**src/rtl/log_iter_unit.sv**
```systemverilog
// rtl/log_iter_unit.sv - iterative -ln(u) / -2ln(u) unit using a shift-and-square log2 engine
// Ports:
//   clk, rst              clock, synchronous active-high reset
//   in_valid, in_ready    input handshake for log_in (u, UQ0.W_IN) and mode
//   mode                  0: -ln(u), 1: -2ln(u)
//   out_valid, out_ready  output handshake for log_out and err
//   log_out               result, UQ(W_OUT-OUT_FRAC).OUT_FRAC, saturates to all ones
//   err                   input was zero (log_out is all ones)
module log_iter_unit #(
    parameter int          W_IN      = 48,
    parameter int          W_OUT     = 31,
    parameter int          OUT_FRAC  = 24,
    parameter int          FRAC_BITS = 16,
    parameter int          MANT_BITS = 30,
    parameter logic [31:0] LN2       = 32'hB17217F7
) (
    input  logic             clk,
    input  logic             rst,
    input  logic             in_valid,
    output logic             in_ready,
    input  logic [W_IN-1:0]  log_in,
    input  logic             mode,
    output logic             out_valid,
    input  logic             out_ready,
    output logic [W_OUT-1:0] log_out,
    output logic             err
);

    localparam int LZ_W  = $clog2(W_IN + 1);
    localparam int L_W   = LZ_W + FRAC_BITS;
    localparam int P_W   = L_W + 33;
    localparam int SHIFT = FRAC_BITS + 32 - OUT_FRAC;
    localparam int CNT_W = $clog2(FRAC_BITS + 1);
    localparam int EXT_W = W_IN + 1 + MANT_BITS;
    localparam int M_W   = MANT_BITS + 1;
    localparam int SQ_W  = 2 * M_W;

    typedef enum logic [2:0] {IDLE, NORM, ITER, MUL, DONE} state_t;

    state_t state, state_n;

    logic [W_IN-1:0]      u_reg;
    logic                 mode_reg;
    logic [LZ_W-1:0]      lz_reg;
    logic [M_W-1:0]       m_reg;
    logic [FRAC_BITS-1:0] f_reg;
    logic [CNT_W-1:0]     cnt;

    logic [LZ_W-1:0]  lz;
    logic [LZ_W:0]    lz_p1;
    logic [EXT_W-1:0] ext_sh;
    logic [M_W-1:0]   m_norm;
    logic [SQ_W-1:0]  sq;
    logic [M_W:0]     s;
    logic [M_W-1:0]   m_next;
    logic [L_W-1:0]   l_val;
    logic [P_W-1:0]   p_base;
    logic [P_W-1:0]   p_val;
    logic [P_W-1:0]   p_shift;
    logic             sat;
    logic [W_OUT-1:0] out_calc;

    // Leading-zero count: the highest set bit wins because it is visited last.
    always_comb begin
        lz = LZ_W'(W_IN);
        for (int i = 0; i < W_IN; i++) begin
            if (u_reg[i]) lz = LZ_W'(W_IN - 1 - i);
        end
    end

    // Normalise: the leading one lands on the top bit of the extended vector,
    // the MANT_BITS bits below it become the mantissa fraction.
    always_comb begin
        lz_p1  = {1'b0, lz} + (LZ_W + 1)'(1);
        ext_sh = {1'b0, u_reg, {MANT_BITS{1'b0}}} << lz_p1;
        m_norm = M_W'(ext_sh >> (EXT_W - M_W));
    end

    // One log2 bit per square: UQ1.M squared is UQ2.2M, truncated back to UQ2.M.
    always_comb begin
        sq     = SQ_W'(m_reg) * SQ_W'(m_reg);
        s      = (M_W + 1)'(sq >> MANT_BITS);
        m_next = s[M_W] ? s[M_W:1] : s[M_W-1:0];
    end

    // -log2(u) = (lz+1) - 0.f, then scaled by ln2 (and by 2 for mode 1).
    always_comb begin
        l_val    = ((L_W'(lz_reg) + L_W'(1)) << FRAC_BITS) - L_W'(f_reg);
        p_base   = P_W'(l_val) * P_W'(LN2);
        p_val    = mode_reg ? (p_base << 1) : p_base;
        p_shift  = p_val >> SHIFT;
        sat      = (p_shift >> W_OUT) != '0;
        out_calc = sat ? '1 : W_OUT'(p_shift);
    end

    always_ff @(posedge clk) begin
        if (rst) state <= IDLE;
        else     state <= state_n;
    end

    always_comb begin
        state_n = state;
        case (state)
            IDLE: if (in_valid) state_n = NORM;
            NORM: state_n = (u_reg == '0) ? DONE : ITER;
            ITER: if (cnt == CNT_W'(FRAC_BITS - 1)) state_n = MUL;
            MUL:  state_n = DONE;
            DONE: if (out_ready) state_n = IDLE;
            default: state_n = IDLE;
        endcase
    end

    assign in_ready  = (state == IDLE);
    assign out_valid = (state == DONE);

    always_ff @(posedge clk) begin
        if (rst) begin
            u_reg    <= '0;
            mode_reg <= 1'b0;
            lz_reg   <= '0;
            m_reg    <= '0;
            f_reg    <= '0;
            cnt      <= '0;
            log_out  <= '0;
            err      <= 1'b0;
        end else begin
            case (state)
                IDLE: begin
                    if (in_valid) begin
                        u_reg    <= log_in;
                        mode_reg <= mode;
                    end
                end
                NORM: begin
                    lz_reg <= lz;
                    m_reg  <= m_norm;
                    f_reg  <= '0;
                    cnt    <= '0;
                    if (u_reg == '0) begin
                        err     <= 1'b1;
                        log_out <= '1;
                    end else begin
                        err <= 1'b0;
                    end
                end
                ITER: begin
                    m_reg <= m_next;
                    f_reg <= {f_reg[FRAC_BITS-2:0], s[M_W]};
                    cnt   <= cnt + CNT_W'(1);
                end
                MUL: begin
                    log_out <= out_calc;
                    err     <= 1'b0;
                end
                default: ;
            endcase
        end
    end

endmodule

```
**config.mk**
```make
export PLATFORM = sky130hd
export DESIGN_NAME = log_iter_unit
export DESIGN_NICKNAME = d
export VERILOG_FILES = /design/src/rtl/log_iter_unit.sv
export SDC_FILE = /design/constraint.sdc
export NUM_CORES = 2
export LEC_CHECK = 0
export CORE_MARGIN = 2
export CORE_UTILIZATION = 31
export DETAILED_ROUTE_END_ITERATION = 6
export MAX_ROUTING_LAYER = met4
export SLEW_MARGIN = 20
export SYNTH_ARGS = -nofsm -noshare
export SYNTH_HDL_FRONTEND = slang
export SYNTH_SLANG_ARGS = --single-unit
```
**constraint.sdc**
```tcl
create_clock -name clk -period 13.3 [get_ports clk]
set_clock_uncertainty 0.1 [all_clocks]
set_input_delay 2.66 -clock clk [delete_from_list [all_inputs] [get_ports clk]]
set_output_delay 2.66 -clock clk [all_outputs]
set_load 0.02 [all_outputs]
```
==> metrics.md <==
| Metric | Value |
|---|---|
| Startpoint Class | `flop` |
| Post-synthesis average cell area | `9.06 um^2` |
| Antenna violations before repair | `3` |
| Reg2reg setup slack | `2.43 ns` |
| Post-Synth Simple-Gate Area | `0.114` |
| # Max-Cap Violations | `0` |
| Hold slack | `0.378 ns` |
| Async S/R FF share, synth | `0` |
| Primary FF master, synth | `dfxtp_1` |
| Outcome | `finished with violations` |
| # hold bufs at CTS | `0` |
| Clock Power Share | `0.103` |
| Share of cells above drive strength 1 | `0.0377` |
| Setup WS pre-CTS | `2.52 ns` |
| Post-CTS Setup Inserts | `0` |
| Post-cts resize count | `0` |
| Hold Vio Cnt, Final | `0` |
| Layout Nets | `6,778` |
| Switching portion of total power | `0.557` |
| RSZ-0062 raised after global routing | `false` |
| PwrDens | `95.5 nW/um^2` |
| Avg WL per Cell | `18.7 um` |
| Port Buffers | `86` |
| CP most frequent cell | `fa_1` |
| Worst Hold Class | `reg -> reg` |
| Area Growth Syn to Fin | `7.59%` |
| Slew Viols, Final | `0` |
| Cells after Synth | `5,264` |
| Synth Area in Compound Gates | `0.0958` |
| Number of synthesized flops with an enable pin | `0` |
| CP required | `13.56 ns` |
| Clock Sinks | `142` |
| Cell leakage power | `25.9 nW` |
| Critical Path Sink Type | `flop` |
| ANT nets after route | `0` |
| GRT Total Usage | `0.183` |
| Slew Limit Headroom | `0.259` |
| Failing checks | `DRC` |
| Pint | `2.17 mW` |
| Area after DPL | `50,700 um^2` |
| Core ar. | `152,000 um^2` |
| Final Cycle Share | `0.817` |
| Crit path DAT | `11.13 ns` |
| Total power | `4.90 mW` |
| Flop pwr share | `0.107` |
| Setup tns final | `0 ns` |
| Grt ovf | `0` |
| Slew at the pin closest to its max-slew limit | `1.11 ns` |
| Vias | `35,600` |
| Vias in the first global route | `38,200` |
| Multi-input logic area | `38,900 um^2` |
| Crit path max fanout | `7` |
| Area of the die | `157,000 um^2` |
| Die width | `396 um` |
| DRC violations left | `12` |
| CP max stage delay | `0.70 ns` |
| Post-synthesis adder-cell area fraction | `0.557` |
| Xor and xnor area share after synthesis | `0.0174` |
| TritonCTS buffer count | `17` |
| CTS tree | `built` |
| GPL Wtd Cong | `0.949` |
| Synth area leaders | `fa_1 43%, ha_1 13%, inv_1 10%` |
| Number of fill cells in the layout | `15,800` |
| Share of the synthesized area in the top cell type | `0.426` |
| Fin area | `51,300 um^2` |
| Register area | `2850 um^2` |
| Drt total wl | `136 mm` |
| Chip Height | `396 um` |
| Synth Net Count | `6,831` |
| Global-route wire length before repair | `219 mm` |
| DP HPWL | `110 mm` |
| Setup-failing EPs final | `0` |
| Clk buf depth | `2` |
| Register area share after synthesis | `0.0596` |
| Combinational family with the most area after synthesis | `adder cells` |
| # IOs | `87` |
| Final worst slack | `2.43 ns` |
| Peak Freq | `92.0 MHz` |
| Final min period | `10.87 ns` |
| VDD IR max | `103 uV` |
| Initial core utilization | `0.313` |
| DRT Pass-1 Iters | `7` |
| Crit Path Class | `reg -> reg` |
| Vias per inst | `4.90` |
| Largest register FFs | `48` |
| Synth Register Bits | `142` |
| Post-synthesis cell area | `47,700 um^2` |
| Synth warn | `0` |
| Reg clk slew, reported paths | `0.07 ns` |
| Area leader, netlist | `fa_1` |
| Mux cell area share after synthesis | `0.0312` |
| Clk root buf | `clkbuf_16` |
| Clk_lat worst skew | `0.47 ns` |
| Critical Path Slowest Stage Cell | `fa_1` |
| Htree depth | `4` |
| Detailed Route Iter0 Violations | `2,635` |
| Count of cell types in the netlist | `97` |
| Largest net degree at the start of global routing | `86` |
| # rows | `143` |
| Comb power frac | `0.790` |
| Switch Pwr | `2.73 mW` |
[per-stage QoR]
stage / util / std cells
after global placement: 0.333 / 7222
final: 0.337 / 7256
after detailed placement: 0.333 / 7222
after floorplan: - / 5264
after global routing: 0.337 / 7255
after CTS: 0.337 / 7254
[area by class of cell]
cell class,instances,share of cell area
tap,2030,0.0495
inverter,1336,0.0978
multi-input combinational,3559,0.759
timing repair buffer,155,0.0268
clock inverter,14,0.00319
antenna,2,0.0000975
clock buffer,18,0.00856
sequential,142,0.0555
[cell usage in the layout (no fill, tap or decap), drive strengths merged, types with 15 or more instances in the layout]
master         Yosys  routed
inv             1330    1338
fa              1015    1015
ha               499     499
nand2            458     458
nor2             249     249
a21oi            202     202
and2             183     183
dfxtp            142     142
o21ai            105     105
clkdlybuf4s50      0      85
buf               49      70
nor3              64      64
mux2i             63      63
a21o              56      56
xnor2             50      50
a211oi            49      49
xor2              45      45
nand3             38      38
o211ai            31      31
a22oi             27      27
nor2b             26      26
mux4              26      26
or3               24      24
mux2              24      24
o21a              20      20
o22ai             19      19
nor4              19      19
clkbuf           178      18
nand2b            17      17
nand4             17      17
a2111oi           17      17
and3              16      16
a221oi            16      16
or4               16      16
a31oi             15      15
[metal layers]
| metal | GRT usage | vias up | share of wire |
|---|---|---|---|
| li1 | - | 16300 | - |
| met1 | 0.254 | 18000 | 0.46 |
| met2 | 0.282 | 1112 | 0.46 |
| met3 | 0.0246 | 185 | 0.062 |
| met4 | 0.0433 | 0 | 0.024 |
| met5 | - | - | 0 |
[worst max-delay path: cells and delay by family, from the launching register on]
kind,cells,cell delay (ns)
AO/OA/AOI/OAI,7,1.79
AND/OR/NAND/NOR,10,2.95
XOR/XNOR,1,0.55
adder cells (fa/ha/maj),9,4.18
flip-flops,1,0.31
buffers and inverters,6,0.88
[cell usage after synthesis (all sizes together) (19+ instances only)]
| cell | count |
|---|---|
| buf | 49 |
| xnor2 | 50 |
| ha | 499 |
| a211oi | 49 |
| nor4 | 19 |
| mux2i | 63 |
| nor3 | 64 |
| nor2 | 249 |
| o22ai | 19 |
| o21a | 20 |
| mux2 | 24 |
| inv | 1330 |
| nor2b | 26 |
| nand2 | 458 |
| mux4 | 26 |
| or3 | 24 |
| and2 | 183 |
| xor2 | 45 |
| o21ai | 105 |
| fa | 1015 |
| clkbuf | 178 |
| o211ai | 31 |
| a21oi | 202 |
| nand3 | 38 |
| a22oi | 27 |
| a21o | 56 |
| dfxtp | 142 |
[power by group through the flow]
stage	Sequential (mW)	Combinational, mW	Clock [mW]
after floorplan	0.500	2.71	0
after global placement	0.531	3.79	0
after detailed placement	0.532	3.81	0
after CTS	0.522	3.86	0.514
after global routing	0.529	4.33	0.529
final	0.523	3.87	0.504
[final timing paths]
check | start | endpoint | cells after the start
hold / removal | mode_reg | mode_reg | 2
hold reg to reg | mode_reg | mode_reg | 2
setup reg to reg | f_reg[0] | log_out[30] | 33
setup / recovery | f_reg[0] | log_out[30] | 33
[logic make-up after synthesis]
family | count (synthesis)
buffers and inverters | 1563
adders and majority gates | 1514
and+or+nand+nor | 1156
AOI/OAI and AO/OA | 681
DFF | 142
muxes | 113
xor gates and xnor gates | 95
Power figures use the tool's default switching activity.
